## config.mk

```make
export PLATFORM = sky130hd
export DESIGN_NAME = reg_access_sequencer
export DESIGN_NICKNAME = d
export VERILOG_FILES = /design/src/rtl/reg_access_sequencer.sv
export SDC_FILE = /design/constraint.sdc
export NUM_CORES = 1
export LEC_CHECK = 0
export CORE_MARGIN = 4
export CORE_UTILIZATION = 45
export CTS_CLUSTER_SIZE = 28
export DETAILED_ROUTE_END_ITERATION = 12
export DONT_BUFFER_PORTS = 1
export GPL_TIMING_DRIVEN = 0
export PLACE_DENSITY = 0.66
export SYNTH_ARGS = -nofsm -noshare
export SYNTH_HDL_FRONTEND = slang
export SYNTH_SLANG_ARGS = --single-unit
```

## constraint.sdc

```tcl
create_clock -name clk -period 5.12 [get_ports clk]
set_input_delay 0.768 -clock clk [delete_from_list [all_inputs] [get_ports clk]]
set_output_delay 0.768 -clock clk [all_outputs]
set_load 0.05 [all_outputs]
```

## src/rtl/reg_access_sequencer.sv

```systemverilog
// Register-file initiator: reads two operands for one decoded instruction, hands them to the ALU,
// and writes the ALU result back through busD with a single registered regWeD strobe.
module reg_access_sequencer #(
    parameter int unsigned ADDR_W = 5,
    parameter int unsigned DATA_W = 16
) (
    input  logic              clk,
    input  logic              rst_n,
    input  logic              instr_valid,
    output logic              instr_ready,
    input  logic [ADDR_W-1:0] rs_a,
    input  logic [ADDR_W-1:0] rs_b,
    input  logic [ADDR_W-1:0] rd,
    input  logic              use_a,
    input  logic              use_b,
    input  logic              wb_en,
    output logic [ADDR_W-1:0] regAddrA,
    output logic [ADDR_W-1:0] regAddrB,
    output logic [ADDR_W-1:0] regAddrD,
    output logic              regReA,
    output logic              regReB,
    output logic              regWeD,
    input  logic [DATA_W-1:0] busA,
    input  logic [DATA_W-1:0] busB,
    output logic [DATA_W-1:0] busD,
    output logic [DATA_W-1:0] op_a,
    output logic [DATA_W-1:0] op_b,
    output logic              op_valid,
    input  logic              op_ready,
    input  logic              res_valid,
    input  logic [DATA_W-1:0] res_data,
    output logic              res_ready
);

    typedef enum logic [2:0] {
        IDLE,
        READ,
        CAPTURE,
        ISSUE,
        WAIT_RES,
        WSETUP,
        WSTROBE
    } state_t;

    state_t            state;
    logic [ADDR_W-1:0] rsAQ;
    logic [ADDR_W-1:0] rsBQ;
    logic [ADDR_W-1:0] rdQ;
    logic              useAQ;
    logic              useBQ;
    logic              wbEnQ;

    // Every output is set on the transition into the state that owns it, so all are glitch-free.
    always_ff @(posedge clk or negedge rst_n) begin
        if (!rst_n) begin
            state       <= IDLE;
            instr_ready <= 1'b0;
            rsAQ        <= '0;
            rsBQ        <= '0;
            rdQ         <= '0;
            useAQ       <= 1'b0;
            useBQ       <= 1'b0;
            wbEnQ       <= 1'b0;
            regAddrA    <= '0;
            regAddrB    <= '0;
            regAddrD    <= '0;
            regReA      <= 1'b0;
            regReB      <= 1'b0;
            regWeD      <= 1'b0;
            busD        <= '0;
            op_a        <= '0;
            op_b        <= '0;
            op_valid    <= 1'b0;
            res_ready   <= 1'b0;
        end else begin
            case (state)
                IDLE: begin
                    if (!instr_ready) begin
                        instr_ready <= 1'b1;
                    end else if (instr_valid) begin
                        rsAQ        <= rs_a;
                        rsBQ        <= rs_b;
                        rdQ         <= rd;
                        useAQ       <= use_a;
                        useBQ       <= use_b;
                        wbEnQ       <= wb_en;
                        regAddrA    <= rs_a;
                        regAddrB    <= rs_b;
                        regReA      <= use_a;
                        regReB      <= use_b;
                        instr_ready <= 1'b0;
                        state       <= READ;
                    end
                end
                READ: begin
                    state <= CAPTURE;
                end
                CAPTURE: begin
                    // r0 always reads as zero regardless of what the bus carries.
                    op_a     <= (useAQ && rsAQ != '0) ? busA : '0;
                    op_b     <= (useBQ && rsBQ != '0) ? busB : '0;
                    regReA   <= 1'b0;
                    regReB   <= 1'b0;
                    op_valid <= 1'b1;
                    state    <= ISSUE;
                end
                ISSUE: begin
                    if (op_ready) begin
                        op_valid  <= 1'b0;
                        res_ready <= 1'b1;
                        state     <= WAIT_RES;
                    end
                end
                WAIT_RES: begin
                    if (res_valid) begin
                        res_ready <= 1'b0;
                        if (wbEnQ && rdQ != '0) begin
                            regAddrD <= rdQ;
                            busD     <= res_data;
                            state    <= WSETUP;
                        end else begin
                            instr_ready <= 1'b1;
                            state       <= IDLE;
                        end
                    end
                end
                WSETUP: begin
                    regWeD <= 1'b1;
                    state  <= WSTROBE;
                end
                WSTROBE: begin
                    regWeD      <= 1'b0;
                    instr_ready <= 1'b1;
                    state       <= IDLE;
                end
                default: begin
                    state <= IDLE;
                end
            endcase
        end
    end

endmodule

```

==> impl_metrics.py, run 1 <==
metrics = {
    "sta": {
        "worstMarginPinSlew_ns": 0.6134,
        "finalSetupTns_ns": 0,
        "setup_slack_ns": 2.853,
        "finalClockSkew_ns": 0.005845,
        "period_share_pct": 44.27,
        "hold_violations": 0,
        "fin_crit_ns": 2.267,
        "drv_slew": 0,
        "max_freq_mhz": 441.2,
        "relSlewSlack_pct": 59.02,
        "setup_viol": 0,
        "rsz0062_at_grt": "no",
    },
    "synthesis": {
        "synth-compound-area-share_pct": 9.629,
        "synthTopCellsByArea": "dfrtp_1 (61%), mux2_2 (8.6%), nand2_1 (7.9%), o21ai_0 (5.3%), mux2_4 (4.6%)",
        "synth_xor_area_share_pct": 0,
        "synth.distinct_cells": 35,
        "synth_top_cell_by_area": "dfrtp_1",
        "syn_inst": 276,
        "yosysSeqAreaShare_pct": 61.14,
        "ys_ff_latch": 80,
        "avgSynthCellArea_um2": 11.86,
        "synthAdderAreaFrac_pct": 0,
        "synth_top_area_share_pct": 61.14,
        "syn_area_um2": 3274,
        "synth-simple-area-share_pct": 11.77,
        "synth_nets": 347,
        "synth_top_family_by_area": "multiplexers",
        "yosysWarnings": 0,
        "synth.area.mux_share_pct": 14.56,
    },
    "power": {
        "power_mw": 2.687,
        "p_per_area_nw_per_um2": 747.4,
        "p_leak_nw": 1.642,
        "peakVddDrop_uv": 318.8,
    },
    "finish": {
        "drive_above_1_share_pct": 20.89,
        "final_common_cell": "dfrtp_1",
        "final_cell_mix": "dfrtp_1 (80), nand2_1 (69), o21ai_0 (35)",
        "syn_to_final_growth_pct": 9.782,
        "fillers": 630,
        "fin_area_um2": 3595,
        "diodes": 0,
        "fin_nets": 358,
    },
    "floorplanning": {
        "fp.dieW_um": 93.30,
        "fp.dieH_um": 93.30,
        "ios": 140,
        "rows": 30,
        "dieArea_um2": 8705,
        "core-area_um2": 6944,
        "start_util_pct": 47.15,
    },
    "grt": {
        "use_met1_pct": 20.44,
        "grt_antenna_before_repair": 0,
        "gr-usage-met2_pct": 23.82,
        "grt-ovfl-total": 0,
        "first_global_vias": 2160,
        "grt.total_usage_pct": 16.18,
        "grt.busiest_layer": "met2",
        "met3_usage_pct": 7.321,
        "grt_max_degree": 81,
        "grt_pass1_wl_um": 10910,
    },
    "routing": {
        "num_vias": 2078,
        "wl_per_cell_um": 18.09,
        "wl_um": 7019,
        "drtIter0Drc": 102,
        "vias_per_cell": 5.356,
        "drc": 0,
        "dr.pass1.iters": 4,
        "postRouteAntennaNets": 0,
    },
    "cts": {
        "clockBufferDepth": 2,
        "htree_levels": 3,
        "clock_sinks": 80,
        "post_cts_buffers": 0,
        "hold_buffers": 0,
        "clkTransAtPathRegs_ns": 0.08,
        "cts-root-buf": "clkbuf_8",
        "cts_tree": "built",
        "postCtsResizedCells": 0,
        "insertion_delay_ns": 0.33,
        "cts_buffers": 9,
    },
    "placement": {
        "dp_hpwl_um": 5128,
        "dpl_cell_area_um2": 3395,
        "dp_slack_ns": 2.861,
        "gp_congestion": 0.8539,
        "io_buffers": 0,
    },
    "status": {
        "outcome": "finished, final reports clean",
    },
    "run": {
        "drv_cap": 0,
    },
    "critical_path": {
        "worstPathMaxFanout": 10,
        "worstPathArrival_ns": 2.49,
        "endpoint_kind": "flip-flop",
        "worst-setup-path-type": "reg -> reg",
        "start_kind": "flip-flop",
        "worstPathRequired_ns": 5.34,
    },
    "min_path": {
        "hold_path.class": "in -> async",
    },
}
-- cell families (layout without fill, tap and decap cells) --
group / after synthesis / in the layout
compound gates: 54 / 54
flops: 80 / 80
buf+inv: 18 / 34
mux: 39 / 39
simple gates: 85 / 85
-- registers in the layout, summed over array words and instances, names as in the netlist --
name and count:
op_a 16, regReA 1, instr_ready 1, regWeD 1, rsAQ 5, op_valid 1
wbEnQ 1, op_b 16, useAQ 1, res_ready 1, regAddrD 5, busD 16
rsBQ 5, rdQ 5, state 3, useBQ 1, regReB 1
-- Yosys cell counts --
library cell,count
a2bb2oi_1,1
nor2_1,1
buf_6,2
o311ai_0,1
o21ai_2,1
nor3b_1,3
buf_4,2
mux2_4,10
a21oi_1,2
or4_4,1
o211ai_1,1
o21ai_0,35
o211ai_4,1
buf_2,3
or4_1,2
a31oi_1,1
clkbuf_1,8
and2_1,1
mux2_1,4
nand2_1,69
o22ai_1,1
inv_1,2
a22oi_1,2
mux2_2,25
nor4bb_2,1
nor4bb_1,1
or3b_2,1
o211a_1,1
o21ai_1,6
clkbuf_2,1
dfrtp_1,80
nand3b_1,1
nand4_1,1
o21bai_1,1
nor2b_1,3
-- path summary, 6_finish.rpt --
path                                               from                  end  slack, ns  cells past startpoint
worst max-delay path            instr_ready$_DFFE_PN0P_  rsBQ[1]$_DFFE_PN0P_       2.85                      5
worst min-delay path                              rst_n  op_a[0]$_DFFE_PN0P_       0.12                      0
worst max register to register  instr_ready$_DFFE_PN0P_  rsBQ[1]$_DFFE_PN0P_       2.85                      5
worst min register to register        wbEnQ$_DFFE_PN0P_    wbEnQ$_DFFE_PN0P_       0.51                      1
max in group asynchronous                         rst_n    useBQ$_DFFE_PN0P_       4.89                      0
min in group clk                      wbEnQ$_DFFE_PN0P_    wbEnQ$_DFFE_PN0P_       0.51                      1
-- metrics by stage --
stage	utilization (%)	cells	hold WS, ns
floorplan	-	276	0.4724
global placement	48.88	372	0.4741
detailed placement	48.88	372	0.4744
CTS	51.77	388	0.09408
global route	51.77	388	0.08831
finish	51.77	388	0.1190
-- per-layer routing --
layer	up-vias	wire, um
met3	11	879
met5	-	0
met1	989	2803
met4	0	115
li1	966	-
met2	112	3221
-- final cells by class --
cell class	count	area (um2)	area share [%]
buffer	16	87.58	2.436
clock buffer	14	162.7	4.525
clock inverter	2	37.54	1.044
inverter	2	7.507	0.2088
multi-input combinational	178	1177	32.75
sequential	80	2002	55.69
tap	96	120.1	3.341
-- report_power, final --
| part | leakage [nW] | internal (mW) | switching (mW) |
|---|---|---|---|
| combinational | 0.513 | 0.264 | 0.320 |
| clock | 0.0969 | 0.253 | 0.207 |
| sequential | 1.03 | 0.842 | 0.800 |
| total | 1.64 | 1.36 | 1.33 |
-- critical path, stage by stage (launching register included) --
cell      delay [ns]
dfrtp_1         0.72
nor4bb_2        0.49
nor2b_1         0.18
buf_4           0.19
buf_4           0.22
mux2_2          0.35
Power figures use the tool's default switching activity.
==> inputs of run 2 (changes only) <==
--- a/config.mk
+++ b/config.mk
@@ -11,7 +11,7 @@
 export DETAILED_ROUTE_END_ITERATION = 12
 export DONT_BUFFER_PORTS = 1
 export GPL_TIMING_DRIVEN = 0
-export PLACE_DENSITY = 0.66
+export PLACE_DENSITY = 0.68
 export SYNTH_ARGS = -nofsm -noshare
 export SYNTH_HDL_FRONTEND = slang
 export SYNTH_SLANG_ARGS = --single-unit
==> constraint.sdc (replaced) <==
create_clock -name clk -period 1.87 [get_ports clk]
set_input_delay 0.2805 -clock clk [delete_from_list [all_inputs] [get_ports clk]]
set_output_delay 0.2805 -clock clk [all_outputs]
set_load 0.05 [all_outputs]
==> impl_metrics.py, run 2 (synthesis gave the netlist of run 1 again) <==
metrics = {
    "routing": {
        "vias_per_cell": 5.326,
        "num_vias": 2093,
        "drtIter0Drc": 51,
        "wl_um": 7194,
        "drc": 0,
        "postRouteAntennaNets": 0,
        "dr.pass1.iters": 4,
        "wl_per_cell_um": 18.31,
    },
    "floorplanning": {
        "ios": 140,
        "rows": 30,
        "start_util_pct": 47.15,
        "fp.dieW_um": 93.30,
        "fp.dieH_um": 93.30,
        "core-area_um2": 6944,
        "dieArea_um2": 8705,
    },
    "sta": {
        "finalSetupTns_ns": 0,
        "setup_slack_ns": 0.02201,
        "relSlewSlack_pct": 61.83,
        "rsz0062_at_grt": "yes",
        "period_share_pct": 98.82,
        "fin_crit_ns": 1.848,
        "worstMarginPinSlew_ns": 0.5726,
        "hold_violations": 80,
        "drv_slew": 0,
        "finalClockSkew_ns": 0.007933,
        "hold_slack_ns": -0.3903,
        "max_freq_mhz": 541.1,
        "setup_viol": 0,
    },
    "grt": {
        "grt_antenna_before_repair": 0,
        "grt-ovfl-total": 0,
        "grt_pass1_wl_um": 11160,
        "grt.total_usage_pct": 16.55,
        "first_global_vias": 2207,
        "grt_max_degree": 81,
    },
    "cts": {
        "clkTransAtPathRegs_ns": 0.09,
        "cts_tree": "built",
        "htree_levels": 3,
        "clock_sinks": 80,
        "insertion_delay_ns": 0.35,
        "cts_buffers": 9,
        "clockBufferDepth": 2,
        "cts-root-buf": "clkbuf_8",
    },
    "critical_path": {
        "cp_slowest_cell": "or4_4",
        "worstPathMaxFanout": 4,
        "endpoint_kind": "flip-flop",
        "max_stage_delay_ns": 0.56,
        "rr_worst_depth": 4,
        "start_kind": "flip-flop",
        "worstPathArrival_ns": 2.09,
        "worstPathRequired_ns": 2.11,
        "worst-setup-path-type": "reg -> reg",
        "worstPathCellList": "or4_4 -> o211ai_4 -> buf_4 -> mux2_2",
    },
    "finish": {
        "final_cell_mix": "dfrtp_1 (73), nand2_1 (69), o21ai_0 (35)",
        "multi_input_area_um2": 1214,
        "utilization_pct": 53.15,
        "fin_nets": 363,
        "fillers": 592,
        "reg.largest.list": "busD: 16 flops, op_a: 16 flops, op_b: 16 flops",
        "syn_to_final_growth_pct": 12.72,
        "diodes": 0,
        "fin_area_um2": 3691,
        "fin_cells": 393,
        "drive_above_1_share_pct": 27.27,
        "ff_latch_area_um2": 2011,
        "final_common_cell": "dfrtp_1",
    },
    "placement": {
        "gp_congestion": 0.7333,
        "dpl_cell_area_um2": 3396,
        "dp_hpwl_um": 5118,
        "place_inst": 372,
        "io_buffers": 0,
        "dp_slack_ns": -0.3667,
    },
    "status": {
        "outcome": "complete, but fails checks",
        "failed_checks": "negative hold slack",
    },
    "power": {
        "p_leak_nw": 1.673,
        "peakVddDrop_uv": 913.8,
        "power_mw": 7.569,
        "p_per_area_nw_per_um2": 2051,
    },
    "run": {
        "drv_cap": 0,
    },
    "min_path": {
        "hold_path.class": "in -> async",
    },
}
-- run 2: cell types whose count changed in the layout (fill, tap and decap cells not counted), sizes merged --
cell / change
buf: +6
clkbuf: -6
clkinvlp: +2
inv: +3
-- run 2: layer usage --
layer | part of all wire [%] | GRT usage (%) | up-vias
met5 | 0 | 0 | -
met4 | 1.1 | 5.495 | 0
met2 | 46 | 26.33 | 101
met1 | 41 | 19.44 | 1005
met3 | 12 | 8.286 | 10
li1 | - | - | 977
-- run 2: cell type report --
cell class                      count  area share [%]
Buffer                             15           2.475
Clock buffer                        9           3.356
Clock inverter                      7           2.136
Inverter                            2          0.2034
Multi-Input combinational cell    178           32.88
Sequential cell                    80           54.47
Tap cell                           96           3.254
Timing Repair Buffer                6           1.220
-- run 2: report_power, final --
group	total [mW]	switching [mW]	internal, mW	leakage, nW
sequential	4.55	2.23	2.32	1.03
combinational	1.72	0.899	0.817	0.555
clock	1.30	0.673	0.630	0.0929
total	7.57	3.80	3.77	1.67
-- run 2: final timing paths --
path	from	to	slack (ns)
setup / recovery	rdQ[2]$_DFFE_PN0P_	regAddrD[0]$_DFFE_PN0P_	0.02
hold / removal	rst_n	op_a[0]$_DFFE_PN0P_	-0.39
setup reg to reg	rdQ[2]$_DFFE_PN0P_	regAddrD[0]$_DFFE_PN0P_	0.02
hold reg to reg	wbEnQ$_DFFE_PN0P_	wbEnQ$_DFFE_PN0P_	0.53
max in group asynchronous	rst_n	instr_ready$_DFFE_PN0P_	2.11
min in group clk	busB[8]	op_b[8]$_DFFE_PN0P_	0.04
-- run 2: repair_timing --
action                                  4_1_cts  5_1_grt
gates resized for setup                      14        6
setup buffers                                 3        2
pin swaps                                     3        2
endpoints found under the setup margin       60       37
cloned                                        0        1
endpoints found under the hold margin        80       80
-- run 2: worst max-delay path: cells and delay by family (launching register included) --
kind            cells  cell delay [ns]
buf+inv             1             0.19
flops               1             0.40
mux                 1             0.33
simple gates        1             0.56
compound gates      1             0.26
